`src/rtl/inst_fetch_pkg.sv`:
```
// Shared definitions for the instruction-fetch stage and the decoder.
// Holds the instruction word width and the field positions inside an instruction
// word (cond[15:14] op[13:10] rd[9:7] rs1[6:4] rs2[3:1], imm7[6:0]), plus a
// helper that sizes occupancy/credit counters for a given queue depth.
package inst_fetch_pkg;

   localparam int INST_W   = 16;

   localparam int COND_MSB = 15;
   localparam int COND_LSB = 14;
   localparam int OP_MSB   = 13;
   localparam int OP_LSB   = 10;
   localparam int RD_MSB   = 9;
   localparam int RD_LSB   = 7;
   localparam int RS1_MSB  = 6;
   localparam int RS1_LSB  = 4;
   localparam int RS2_MSB  = 3;
   localparam int RS2_LSB  = 1;
   localparam int IMM7_MSB = 6;
   localparam int IMM7_LSB = 0;

   // Counter width able to hold 0..depth inclusive.
   function automatic int cnt_w(input int depth);
      return $clog2(depth) + 1;
   endfunction

endpackage

```
`src/rtl/inst_fetch_if.sv`:
```
// Bundle of the fetch stage's external handshakes:
//   imem_*     : request/grant plus in-order read-data return from instruction memory
//   redirect_* : branch redirect from execute
//   inst*      : valid/ready instruction + PC toward the decoder
// Modports: master = fetch stage, slave = environment (memory, execute, decoder).
interface inst_fetch_if #(
   parameter int ADDR_W = 8
);
   import inst_fetch_pkg::*;

   logic                imem_req;
   logic [ADDR_W-1:0]   imem_addr;
   logic                imem_gnt;
   logic                imem_rvalid;
   logic [INST_W-1:0]   imem_rdata;
   logic                redirect_valid;
   logic [ADDR_W-1:0]   redirect_pc;
   logic                inst_valid;
   logic                inst_ready;
   logic [INST_W-1:0]   inst;
   logic [ADDR_W-1:0]   inst_pc;

   modport master (
      output imem_req, imem_addr, inst_valid, inst, inst_pc,
      input  imem_gnt, imem_rvalid, imem_rdata, redirect_valid, redirect_pc, inst_ready
   );

   modport slave (
      input  imem_req, imem_addr, inst_valid, inst, inst_pc,
      output imem_gnt, imem_rvalid, imem_rdata, redirect_valid, redirect_pc, inst_ready
   );

endinterface

```
`src/rtl/inst_fetch_fifo.sv`:
```
// Prefetch FIFO: DEPTH entries of W bits, synchronous flush, full/empty/count.
// Ports: clk, rst_n (sync, active-low), flush, push/wdata, pop/rdata, full, empty, count.
// Push and pop in the same cycle on a full FIFO is allowed; the popped slot is reused.
// Storage is not reset; only pointers and count are.
module inst_fetch_fifo
   import inst_fetch_pkg::*;
#(
   parameter int W     = 24,
   parameter int DEPTH = 2
) (
   input  logic                      clk,
   input  logic                      rst_n,
   input  logic                      flush,
   input  logic                      push,
   input  logic [W-1:0]              wdata,
   input  logic                      pop,
   output logic [W-1:0]              rdata,
   output logic                      full,
   output logic                      empty,
   output logic [cnt_w(DEPTH)-1:0]   count
);
   localparam int PW = $clog2(DEPTH);
   localparam int CW = cnt_w(DEPTH);

   logic [PW-1:0] wr_ptr_q, wr_ptr_d;
   logic [PW-1:0] rd_ptr_q, rd_ptr_d;
   logic [CW-1:0] count_q, count_d;
   logic [W-1:0]  mem_q [DEPTH];
   logic          do_push, do_pop;

   always_comb begin
      do_push  = push && !flush && (!full || pop);
      do_pop   = pop && !flush && !empty;
      wr_ptr_d = wr_ptr_q;
      rd_ptr_d = rd_ptr_q;
      count_d  = count_q;
      if (flush) begin
         wr_ptr_d = '0;
         rd_ptr_d = '0;
         count_d  = '0;
      end else begin
         if (do_push) wr_ptr_d = wr_ptr_q + PW'(1);
         if (do_pop)  rd_ptr_d = rd_ptr_q + PW'(1);
         count_d = count_q + CW'(do_push) - CW'(do_pop);
      end
   end

   always_ff @(posedge clk) begin
      if (!rst_n) begin
         wr_ptr_q <= '0;
         rd_ptr_q <= '0;
         count_q  <= '0;
      end else begin
         wr_ptr_q <= wr_ptr_d;
         rd_ptr_q <= rd_ptr_d;
         count_q  <= count_d;
      end
   end

   always_ff @(posedge clk) begin
      if (do_push) mem_q[wr_ptr_q] <= wdata;
   end

   assign rdata = mem_q[rd_ptr_q];
   assign full  = (count_q == CW'(DEPTH));
   assign empty = (count_q == '0);
   assign count = count_q;

endmodule

```
`src/rtl/inst_fetch.sv`:
```
// Instruction-fetch stage: owns the PC, issues word reads to instruction memory,
// buffers returned words with their PC in a prefetch FIFO and hands them to the
// decoder over valid/ready. A branch redirect restarts fetch at a new PC, clears the
// FIFO and marks every in-flight read as stale so its data is dropped on return.
// Ports: clk, rst_n (sync, active-low), bus (inst_fetch_if.master: imem request/
// response, redirect, decoder handshake).
module inst_fetch
   import inst_fetch_pkg::*;
#(
   parameter int ADDR_W   = 8,
   parameter int DEPTH    = 2,
   parameter int RESET_PC = 0
) (
   input  logic         clk,
   input  logic         rst_n,
   inst_fetch_if.master bus
);
   localparam int CW = cnt_w(DEPTH);
   localparam int PW = $clog2(DEPTH);
   localparam int EW = INST_W + ADDR_W;

   logic [ADDR_W-1:0] pc_q, pc_d;
   logic [CW-1:0]     out_q, out_d;     // reads granted, data not yet returned
   logic [CW-1:0]     disc_q, disc_d;   // of those, how many are stale
   logic [ADDR_W-1:0] pcq_q [DEPTH];    // PC of each outstanding read, oldest first
   logic [PW-1:0]     pcq_wr_q, pcq_wr_d;
   logic [PW-1:0]     pcq_rd_q, pcq_rd_d;

   logic [CW-1:0]     fifo_cnt;
   logic              fifo_full, fifo_empty;
   logic [EW-1:0]     fifo_rdata;
   logic              credit, issue, rsp, keep, pop;

   always_comb begin
      // Credit counts FIFO slots already used plus slots reserved by in-flight
      // reads (stale ones included), so a returning word always has room.
      credit   = ({1'b0, fifo_cnt} + {1'b0, out_q}) < (CW+1)'(DEPTH);
      issue    = bus.imem_req && bus.imem_gnt;
      // rvalid with nothing outstanding is a protocol error; ignore the data.
      rsp      = bus.imem_rvalid && (out_q != '0);
      keep     = rsp && !bus.redirect_valid && (disc_q == '0);
      pop      = bus.inst_valid && bus.inst_ready;

      pc_d     = pc_q;
      disc_d   = disc_q;
      pcq_wr_d = pcq_wr_q;
      pcq_rd_d = pcq_rd_q;
      if (issue) begin
         pc_d     = pc_q + ADDR_W'(1);
         pcq_wr_d = pcq_wr_q + PW'(1);
      end
      if (rsp) pcq_rd_d = pcq_rd_q + PW'(1);
      out_d = out_q + CW'(issue) - CW'(rsp);

      if (bus.redirect_valid) begin
         // Everything still in flight after this edge is stale; a word
         // returning in this very cycle is dropped right now.
         pc_d   = bus.redirect_pc;
         disc_d = out_q + CW'(issue) - CW'(rsp);
      end else if (rsp && (disc_q != '0)) begin
         disc_d = disc_q - CW'(1);
      end
   end

   always_ff @(posedge clk) begin
      if (!rst_n) begin
         pc_q     <= ADDR_W'(RESET_PC);
         out_q    <= '0;
         disc_q   <= '0;
         pcq_wr_q <= '0;
         pcq_rd_q <= '0;
      end else begin
         pc_q     <= pc_d;
         out_q    <= out_d;
         disc_q   <= disc_d;
         pcq_wr_q <= pcq_wr_d;
         pcq_rd_q <= pcq_rd_d;
      end
   end

   always_ff @(posedge clk) begin
      if (issue) pcq_q[pcq_wr_q] <= pc_q;
   end

   inst_fetch_fifo #(
      .W     (EW),
      .DEPTH (DEPTH)
   ) u_fifo (
      .clk   (clk),
      .rst_n (rst_n),
      .flush (bus.redirect_valid),
      .push  (keep),
      .wdata ({bus.imem_rdata, pcq_q[pcq_rd_q]}),
      .pop   (pop),
      .rdata (fifo_rdata),
      .full  (fifo_full),
      .empty (fifo_empty),
      .count (fifo_cnt)
   );

   // Outputs are held quiet while reset is asserted and during a redirect cycle.
   assign bus.imem_req   = rst_n && !bus.redirect_valid && credit;
   assign bus.imem_addr  = bus.imem_req ? pc_q : '0;
   assign bus.inst_valid = rst_n && !bus.redirect_valid && !fifo_empty;
   assign bus.inst       = fifo_empty ? '0 : fifo_rdata[EW-1 -: INST_W];
   assign bus.inst_pc    = fifo_empty ? '0 : fifo_rdata[ADDR_W-1:0];

   a_out_bound:  assert property (@(posedge clk) disable iff (!rst_n) out_q <= CW'(DEPTH));
   a_disc_bound: assert property (@(posedge clk) disable iff (!rst_n) disc_q <= out_q);
   a_no_orphan:  assert property (@(posedge clk) disable iff (!rst_n) bus.imem_rvalid |-> (out_q != '0));
   a_no_ovf:     assert property (@(posedge clk) disable iff (!rst_n) keep |-> (!fifo_full || pop));

endmodule

```
`src/flat_wrapper.sv`:
```
// flat-port wrapper written by rule: the top's interface ports become plain ports
module inst_fetch_flat import inst_fetch_pkg::*;
#(
   parameter int ADDR_W   = 8,
   parameter int DEPTH    = 2,
   parameter int RESET_PC = 0
)
  (clk, rst_n, bus_imem_req, bus_imem_addr, bus_inst_valid, bus_inst, bus_inst_pc, bus_imem_gnt, bus_imem_rvalid, bus_imem_rdata, bus_redirect_valid, bus_redirect_pc, bus_inst_ready);
  inst_fetch_if #(.ADDR_W(ADDR_W)) bus_i ();
  input  logic clk;
  input  logic rst_n;
  output wire logic [$bits(bus_i.imem_req)-1:0] bus_imem_req;
  output wire logic [$bits(bus_i.imem_addr)-1:0] bus_imem_addr;
  output wire logic [$bits(bus_i.inst_valid)-1:0] bus_inst_valid;
  output wire logic [$bits(bus_i.inst)-1:0] bus_inst;
  output wire logic [$bits(bus_i.inst_pc)-1:0] bus_inst_pc;
  input wire logic [$bits(bus_i.imem_gnt)-1:0] bus_imem_gnt;
  input wire logic [$bits(bus_i.imem_rvalid)-1:0] bus_imem_rvalid;
  input wire logic [$bits(bus_i.imem_rdata)-1:0] bus_imem_rdata;
  input wire logic [$bits(bus_i.redirect_valid)-1:0] bus_redirect_valid;
  input wire logic [$bits(bus_i.redirect_pc)-1:0] bus_redirect_pc;
  input wire logic [$bits(bus_i.inst_ready)-1:0] bus_inst_ready;
  assign bus_imem_req = bus_i.imem_req;
  assign bus_imem_addr = bus_i.imem_addr;
  assign bus_inst_valid = bus_i.inst_valid;
  assign bus_inst = bus_i.inst;
  assign bus_inst_pc = bus_i.inst_pc;
  assign bus_i.imem_gnt = bus_imem_gnt;
  assign bus_i.imem_rvalid = bus_imem_rvalid;
  assign bus_i.imem_rdata = bus_imem_rdata;
  assign bus_i.redirect_valid = bus_redirect_valid;
  assign bus_i.redirect_pc = bus_redirect_pc;
  assign bus_i.inst_ready = bus_inst_ready;
  inst_fetch #(.ADDR_W(ADDR_W), .DEPTH(DEPTH), .RESET_PC(RESET_PC)) u_core (.clk(clk), .rst_n(rst_n), .bus(bus_i));
endmodule
```
`config.mk`:
```
export PLATFORM = sky130hd
export DESIGN_NAME = inst_fetch_flat
export DESIGN_NICKNAME = d
export VERILOG_FILES = /design/src/rtl/inst_fetch_pkg.sv /design/src/rtl/inst_fetch_if.sv /design/src/rtl/inst_fetch_fifo.sv /design/src/rtl/inst_fetch.sv /design/src/flat_wrapper.sv
export SDC_FILE = /design/constraint.sdc
export NUM_CORES = 1
export LEC_CHECK = 0
export ABC_AREA = 1
export CAP_MARGIN = 20
export CORE_UTILIZATION = 47
export DETAILED_ROUTE_END_ITERATION = 16
export PLACE_DENSITY = 0.86
export SYNTH_ARGS = -nofsm -noshare
export SYNTH_HDL_FRONTEND = slang
export SYNTH_SLANG_ARGS = --single-unit
```
`constraint.sdc`:
```
create_clock -name clk -period 2.42 [get_ports clk]
set_input_delay 0.242 -clock clk [delete_from_list [all_inputs] [get_ports clk]]
set_output_delay 0.242 -clock clk [all_outputs]
set_load 0.02 [all_outputs]
```
After elaboration in Yosys (flattened, before gate mapping)
Memories as Yosys holds them, arrays and structs flattened. A register that Yosys moved wholly into a read port is not among the register bits.
Index checks and enable logic that the tools add are counted.
{ "totals": {"ram_bits": 64, "romBits": 0, "mem_count": 2, "latch_bits": 0, "output_inout_bits": 34, "input_bits": 30, "elab_cells": 63, "regBits": 18} }
{ "classes": {"n_shift": 0, "n_bitwise": 1, "div_mod_pow": 0, "eq_ne": 1, "add_sub_neg": 11, "n_reduce_logical": 24, "mul": 0, "n_mux": 15, "n_lt_le_gt_ge": 1} }
{ "mem_list": {"columns": ["memory", "words", "word_bits", "read_ports", "rd_clocked_by_memory_dff", "write_ports", "line", "source"], "rows": [
  ["u_core.u_fifo.mem_q", 2, 24, 1, 1, 1, "inst_fetch_fifo.sv:28", "logic [W-1:0] mem_q [DEPTH];"],
  ["u_core.pcq_q", 2, 8, 1, 1, 1, "inst_fetch.sv:25", "logic [ADDR_W-1:0] pcq_q [DEPTH];"]
]} }
{ "ops": {"columns": ["operator", "n"], "rows": [
  ["2-to-1 mux 8 bit", 4],
  ["2-to-1 mux 16 bit", 1],
  ["logical AND 1 bit", 13],
  ["adder 8 x 1 -> 8 bit, second input constant", 1],
  ["2-to-1 mux 1 bit", 8],
  ["nonzero test 2 bit", 4],
  ["adder 1 bit, second input constant", 4],
  ["adder 2 x 1 -> 2 bit", 2],
  ["logical NOT 2 bit", 2],
  ["2-to-1 mux 2 bit", 2],
  ["subtractor 2 x 1 -> 2 bit", 2],
  ["adder 2 x 2 -> 3 bit", 1],
  ["logical NOT 1 bit", 3],
  ["< comparator 3 x 2 -> 1 bit, second input constant", 1],
  ["== test 2 bit, second input constant", 1],
  ["OR reduction 2 bit", 1],
  ["subtractor 2 x 1 -> 2 bit, second input constant", 1],
  ["logical OR 1 bit", 1],
  ["inverter 1 bit", 1]
]} }

Depth between registers and ports, before layout
Gate-level depths: netlist of the first run.
{ "logic_depth": {"depth_word": 8, "mapped_depth": 11, "depth_no_buf": 11} }

Cells and area by module
A second synthesis of the first run with hierarchy kept.
{ "hier_totals": {"cells_unflattened": 337, "hier_area_um2": 3832.4} }
{ "modules_own_cells": {"columns": ["module", "seq_area_each_um2", "instances", "cells_per_inst", "area_per_inst_um2"], "rows": [
  ["inst_fetch_fifo", 1541.5, 1, 116, 2105.8],
  ["inst_fetch", 780.7, 1, 221, 1726.7]
]} }

Worst setup path after synthesis of the first run
OpenSTA, ideal clock, no wires.
{ "synth_path": {"path_kind": "reg-to-reg", "start": "register u_core.disc_q[0]", "end": "memory u_core.u_fifo.mem_q[0][0], enable pin", "setup_slack_ns": 0.068, "t_required_ns": 2.015, "stages_incl_launch_ff": 7, "period_less_slack_ns": 2.352, "path_buffers": 0, "arrival_time_ns": 1.948, "setup_ns": 0.405, "path_cell_list": "dfxtp_1 > inv_1 > ha_1 > inv_1 > nor3_1 > nand2_1 > nor2_1"} }
{ "synth_between": {"elab_chain_len": 6} }
{ "synth_lines": {"columns": ["element", "line", "source"], "rows": [
  ["start, declared", "inst_fetch.sv:24", "logic [CW-1:0] disc_q, disc_d;"],
  ["start signal, assigned", "inst_fetch.sv:75", "disc_q <= disc_d;"],
  ["logical NOT 2 bit", "inst_fetch.sv:41", "keep = rsp && !bus.redirect_valid && (disc_q == '0);"],
  ["logical AND 1 bit", "inst_fetch.sv:41", null],
  ["logical AND 1 bit (2 in series)", "inst_fetch_fifo.sv:32", "do_push = push && !flush && (!full || pop);"],
  ["2-to-1 mux 1 bit", "inst_fetch_fifo.sv:61", "if (do_push) mem_q[wr_ptr_q] <= wdata;"],
  ["2-to-1 mux 1 bit (implied by the code)", "inst_fetch_fifo.sv:61", null],
  ["end, declared", "inst_fetch_fifo.sv:28", null]
]} }
No other way between the ends.

Final worst setup path of the first run
{ "layout_path": {"start": "register u_core.u_fifo.count_q[1] (netlist: u_core.u_fifo.count[1])", "end": "output bus_inst_pc[3]"} }
{ "layout_between": {"elab_chain_len": 2} }
{ "layout_lines": {"columns": ["element", "line", "source"], "rows": [
  ["start, declared", "inst_fetch_fifo.sv:27", "logic [CW-1:0] count_q, count_d;"],
  ["start signal, assigned", "inst_fetch_fifo.sv:56", "count_q <= count_d;"],
  ["logical NOT 2 bit", "inst_fetch_fifo.sv:66", "assign empty = (count_q == '0);"],
  ["2-to-1 mux 8 bit", "inst_fetch.sv:106", "assign bus.inst_pc = fifo_empty ? '0 : fifo_rdata[ADDR_W-1:0];"],
  ["end, declared", "flat_wrapper.sv:16", "output wire logic [$bits(bus_i.inst_pc)-1:0] bus_inst_pc;"]
]} }
No other way between the ends.

==> results of run 1 <==
[cells in the final DEF, fill, tap and decap left out, types with 2 or more instances in the layout]
master / synthesis / final
nand2_1: 88 / 87
edfxtp_1: 64 / 64
clkdlybuf4s50_1: 0 / 53
a21oi_1: 36 / 36
inv_1: 32 / 32
nor2_1: 28 / 26
nand3_1: 20 / 20
dfxtp_1: 20 / 20
buf_4: 1 / 10
clkbuf_8: 0 / 9
o21ai_0: 8 / 8
mux2_2: 8 / 8
clkbuf_2: 0 / 8
ha_1: 5 / 5
xor2_1: 3 / 3
buf_12: 0 / 3
nand2_2: 1 / 2
nor2_2: 0 / 2
a21oi_2: 2 / 2
xnor2_1: 2 / 2
inv_6: 0 / 2
clkinvlp_4: 0 / 2
[cell usage after synthesis, drive strengths merged, types with 3 or more instances]
library cell,number
ha,5
clkbuf,5
nand2,89
buf,8
o21ai,8
dfxtp,20
xor2,3
nand3,21
nor2,29
mux2,8
a21oi,38
inv,33
edfxtp,64
[state kept, by name, summed over array words and instances, names as in the netlist, named ones only]
name / flops
u_core.pcq_rd_q: 1
u_core.out_q: 2
u_core.pcq_q: 16
u_core.u_fifo.count: 2
u_core.u_fifo.mem_q: 48
u_core.disc_q: 2
u_core.pc_q: 8
u_core.u_fifo.wr_ptr_q: 1
u_core.pcq_wr_q: 1
u_core.u_fifo.rd_ptr_q: 1
[kinds of logic after synthesis]
family / count (synthesis) / synth area share (%)
simple gates: 144 / 16.63
buf+inv: 46 / 5.530
flops: 84 / 64.96
compound gates: 47 / 6.826
fa+ha+maj: 6 / 2.310
xor+xnor: 5 / 1.225
mux: 8 / 2.520
[power by group through the flow]
stage / Clock [mW] / Sequential, mW / Combinational [mW]
detailed placement: 0 / 1.79 / 0.565
CTS: 1.03 / 1.76 / 0.568
finish: 1.01 / 1.76 / 0.567
global route: 1.09 / 1.77 / 0.635
floorplan: 0 / 1.76 / 0.386
global placement: 0 / 1.78 / 0.542
[area by class of cell]
cell class / count / area [um^2] / share of cell area [%]
clock inverters: 7 / 82.58 / 1.809
well taps: 99 / 123.9 / 2.713
clock buffers: 9 / 123.9 / 2.713
inverters: 33 / 123.9 / 2.713
multi-input cells: 210 / 1062 / 23.27
flip-flops and latches: 84 / 2322 / 50.86
repair buffers: 76 / 726.9 / 15.92
[worst paths after layout]
| check | end | start | cells past startpoint | slack [ps] |
|---|---|---|---|---|
| max reg2reg | u_core.u_fifo.count[1] | u_core.disc_q[0] | 10 | 360 |
| min | u_core.pcq_rd_q | u_core.pcq_rd_q | 1 | 460 |
| min reg2reg | u_core.pcq_rd_q | u_core.pcq_rd_q | 1 | 460 |
| max | bus_inst_pc[3] | u_core.u_fifo.count[1] | 5 | 180 |
[metal layers]
layer | part of all wire, % | global-route usage (%) | vias to the layer above
li1 | - | - | 1287
met1 | 40 | 21.10 | 1206
met2 | 50 | 33.93 | 96
met3 | 7.8 | 6.002 | 14
met4 | 2.2 | 9.235 | 0
met5 | 0 | 0 | -
[metrics by stage]
stage	hold slack [ps]	cell area, um^2	setup WS (ps)	cells	total power [mW]
2_1_floorplan	340.9	3575	67.64	340	2.143
3_3_place_gp	436.5	4393	114.6	502	2.322
3_5_place_dp	447.5	4393	41.05	502	2.356
4_1_cts	449.3	4593	0.2032	518	3.357
5_1_grt	443.5	4566	24.90	518	3.496
6_report	459.4	4566	178.4	518	3.336
[worst max-delay path, stage by stage (launching register included)]
cell	delay, ps
dfxtp_1	430
inv_1	60
nand2_1	100
inv_2	180
a21oi_1	220
clkdlybuf4s50_1	640
[repair_timing]
action	in CTS	in global routing
resized for setup	12	16
endpoints found under the hold margin	0	0
endpoints found under the setup margin	9	9
hold buffers	0	0
==> results.json, run 1 <==
{
  "status": "finished clean",
  "vdd_drop_max_uv": 354.6,
  "wl_per_cell_um": 14.00,
  "cts_buffers": 9,
  "cts_tree": "yes",
  "yosysTopAreaCellShare_pct": 53.76,
  "tns_ps": 0,
  "num_vias": 2603,
  "ys_seq_area_share_pct": 64.96,
  "finalHoldViolations": 0,
  "leakagePower_nw": 1.774,
  "drt_iter0_markers": 100,
  "fin_skew_ps": 9.472,
  "grt_pass1_wl_um": 11100,
  "clkTransAtPathRegs_ps": 80,
  "gp_congestion": 0.8449,
  "p_seq_share_pct": 52.7,
  "core_um2": 7292,
  "clockRootBuffer": "clkbuf_8",
  "cts_sinks": 84,
  "synth_area_um2": 3575,
  "clock_latency_ps": 360,
  "final_nets": 450,
  "fillers": 579,
  "cp_max_fo": 25,
  "cp-end-kind": "primary output",
  "synth_top_area_cell": "edfxtp_1",
  "fmax_ghz": 0.4461,
  "grt_max_degree": 26,
  "dieHeight_um": 89.21,
  "io_pins": 64,
  "utilization_pct": 62.61,
  "clockBufferDepth": 2,
  "syn_nets": 376,
  "synthArstFlopShare_pct": 0,
  "dp_hpwl_um": 5066,
  "critPathLaunchType": "flop",
  "worstMarginPinSlew_ps": 444.8,
  "rows": 31,
  "power_frac_comb_pct": 17.0,
  "synth-main-ff-cell": "edfxtp_1",
  "yosys_warnings": 0,
  "die_x_um": 89.21,
  "ant_nets": 0,
  "ys_seq_elements": 84,
  "grt_antenna_before_repair": 0,
  "die_area_um2": 7958,
  "dr.pass1.iters": 4,
  "vias_per_cell": 5.025,
  "slew_headroom_pct": 70.31,
  "finalCritPeriodShare_pct": 92.63,
  "area.growth.synth_to_final_pct": 27.72,
  "drive_gt1_share_pct": 13.13,
  "fin_crit_ps": 2242,
  "sw_frac_of_total_pct": 27.27,
  "drc": 0,
  "start_util_pct": 49.02,
  "setup_viol": 0,
  "maxSlewViolCount": 0,
  "post_cts_buffers": 0,
  "grt_pass1_vias": 2522,
  "ys_types": 28,
  "grtUsageTotal_pct": 19.24,
  "p_sw_mw": 0.9095,
  "maxCapViolations": 0,
  "intPower_mw": 2.426,
  "crit_required_ps": 2180,
  "rsz0062_at_grt": "no",
  "power_density_nw_per_um2": 730.6,
  "synth_area_leaders": "edfxtp_1 (54%), dfxtp_1 (11%), nand2_1 (9.2%), a21oi_1 (5.0%), inv_1 (3.4%)",
  "routed_wirelength_um": 7251,
  "io_buffers": 63,
  "syn_avg_cell_area_um2": 10.51,
  "diodes": 0,
  "htree_levels": 3,
  "critPathKind": "reg2out",
  "p_clk_share_pct": 30.3,
  "hold_class": "reg2reg",
  "synth_edf_count": 64,
  "syn-instance-count": 340,
  "arrival_ps": 2000,
  "overflow": 0
}
Power figures use the tool's default switching activity.
==> run 2, diff against run 1 <==
- CORE_ASPECT_RATIO: default -> 0.5
- CTS_CLUSTER_DIAMETER: default -> 40
==> run 2 against run 1 <==
The flow now finishes with violations (design-rule violations). Worst hold slack better by 3.9 ps. Count of clock-buffer cells in the layout stayed put. Sequential power hardly changed. Flip-flop and latch count stayed put. Worst setup slack worse by 23 ps. Critical path type unchanged.
==> results.json, run 2 (synthesis gave the netlist of run 1 again) <==
{
  "status": "complete, but fails checks",
  "violations": "design-rule violations",
  "vias_per_cell": 5.006,
  "area.growth.synth_to_final_pct": 29.58,
  "largest_reg_flops": 48,
  "gp_congestion": 0.8977,
  "grt_max_degree": 26,
  "wl_per_cell_um": 13.98,
  "io_buffers": 63,
  "p_clk_share_pct": 33.7,
  "crit_required_ps": 2180,
  "pre_cts_slack_ps": 90.23,
  "routed_wirelength_um": 7228,
  "num_vias": 2588,
  "min-delay-start": "u_core.pcq_rd_q",
  "clockRootBuffer": "clkbuf_16",
  "maxSlewViolCount": 0,
  "grt_pass1_vias": 2613,
  "path_common_cell": "nand2_1",
  "core_um2": 7350,
  "reg2reg_depth": 10,
  "worstMarginPinSlew_ps": 449.8,
  "rrSetupSlack_ps": 320,
  "arrival_ps": 2020,
  "grt_pass1_wl_um": 12020,
  "p_seq_share_pct": 49.9,
  "ctsHoldBuffers": 0,
  "final_nets": 454,
  "mostFrequentLayoutCells": "nand2_1 (88), edfxtp_1 (64), clkdlybuf4s50_1 (54)",
  "holdPathStages": 1,
  "multi_input_area_um2": 1060,
  "intPower_mw": 2.624,
  "finalCritPeriodShare_pct": 93.57,
  "diodes": 0,
  "largest_register": "u_core.u_fifo.mem_q",
  "p_total_mw": 3.528,
  "rows": 22,
  "critPathSlowestCell": "fa_1",
  "htree_levels": 3,
  "maxCapViolations": 0,
  "cts_buffers": 9,
  "largest_registers": "u_core.u_fifo.mem_q x48, u_core.pcq_q x16, u_core.pc_q x8",
  "power_frac_comb_pct": 16.4,
  "p_sw_mw": 0.9043,
  "grtUsageTotal_pct": 19.51,
  "clkTransAtPathRegs_ps": 60,
  "dieHeight_um": 63.67,
  "dp_hpwl_um": 4936,
  "tns_ps": 0,
  "vdd_drop_max_uv": 368.6,
  "power_density_nw_per_um2": 761.7,
  "die_x_um": 125.3,
  "whs_ps": 463.3,
  "cp-end-kind": "primary output",
  "cts_sinks": 84,
  "cp_max_fo": 3,
  "critPathKind": "reg2out",
  "fmax_ghz": 0.4416,
  "crit_chain": "nand2_1 > inv_1 > fa_1 > nor2_2 > nand2_1 > nor2_1 > dlygate4sd2_1",
  "leakagePower_nw": 1.799,
  "ant_nets": 0,
  "critPathLaunchType": "flop",
  "rsz0062_at_grt": "no",
  "grt_antenna_before_repair": 0,
  "r2r_end": "u_core.u_fifo.count[1]",
  "sw_frac_of_total_pct": 25.63,
  "fillers": 547,
  "clockBufferDepth": 2,
  "drive_gt1_share_pct": 12.83,
  "min_to": "u_core.pcq_rd_q",
  "drt_iter0_markers": 188,
  "dr.pass1.iters": 11,
  "r2r_start": "u_core.disc_q[0]",
  "io_pins": 64,
  "max_stage_delay_ps": 450,
  "drc": 2,
  "start_util_pct": 48.64,
  "setup_viol": 0,
  "hold_class": "reg2reg",
  "seq_area_um2": 2322,
  "slew_headroom_pct": 69.97,
  "die_area_um2": 7979,
  "fin_skew_ps": 3.345,
  "final_common_cell": "nand2_1",
  "finalHoldViolations": 0,
  "overflow": 0,
  "clock_latency_ps": 330,
  "fin_crit_ps": 2264,
  "final.setup.worst_slack_ps": 155.7,
  "cts_tree": "yes"
}
run 2: how the worst max path moves through the flow:
stage                            from                        end  slack [ps]  cells after the start
2_1_floorplan        u_core.disc_q[0]  u_core.u_fifo.mem_q[0][0]          70                      6
3_3_place_gp          bus_imem_rvalid     u_core.u_fifo.count[1]         100                      9
3_5_place_dp          bus_imem_rvalid     u_core.u_fifo.count[1]          90                      9
4_1_cts        u_core.u_fifo.count[0]           bus_imem_addr[2]          10                      8
5_1_grt        u_core.u_fifo.count[0]           bus_imem_addr[4]           8                      7
6_report       u_core.u_fifo.count[0]           bus_imem_addr[4]         160                      7
run 2: repair_timing:
item                       CTS  global route
gates resized for setup     11            13
setup buffers                0             0
hold endpoints to repair     0             0
setup endpoints to repair    8             9
run 2: critical path: cells and delay by family, from the launching register on:
family,cells,cell delay [ps]
fa+ha+maj,1,450
flops,1,350
simple gates,4,490
buf+inv,2,400
run 2: per-layer routing:
metal  vias up  track usage (%)  wire [um]  part of all wire, %
met2        68            33.80       3598                   50
met4         0            6.860         81                  1.1
met5         -                0          0                    0
li1       1292                -          -                    -
met3         8            5.862        334                  4.6
met1      1220            23.35       3213                   44
run 2: power by group through the flow:
stage / Sequential, mW / Combinational (mW) / Clock, mW
CTS: 1.76 / 0.579 / 1.20
global placement: 1.78 / 0.559 / 0
floorplan: 1.76 / 0.386 / 0
finish: 1.76 / 0.577 / 1.19
global route: 1.77 / 0.651 / 1.27
detailed placement: 1.79 / 0.575 / 0
run 2: final cells by class:
cell class                      count  share of cell area (%)
Timing Repair Buffer               80                   16.18
Clock buffer                        9                   4.862
Tap cell                           96                   2.593
Clock inverter                      5                  0.6753
Inverter                           33                   2.674
Sequential cell                    84                   50.14
Multi-Input combinational cell    210                   22.88
run 2: per-stage QoR:
| step | area (um^2) | utilization (%) | cells |
|---|---|---|---|
| 4_1_cts | 4657 | 63.36 | 517 |
| 3_5_place_dp | 4407 | 59.96 | 503 |
| 2_1_floorplan | 3575 | - | 340 |
| 3_3_place_gp | 4407 | 59.96 | 503 |
| 6_report | 4632 | 63.02 | 517 |
| 5_1_grt | 4632 | 63.02 | 517 |
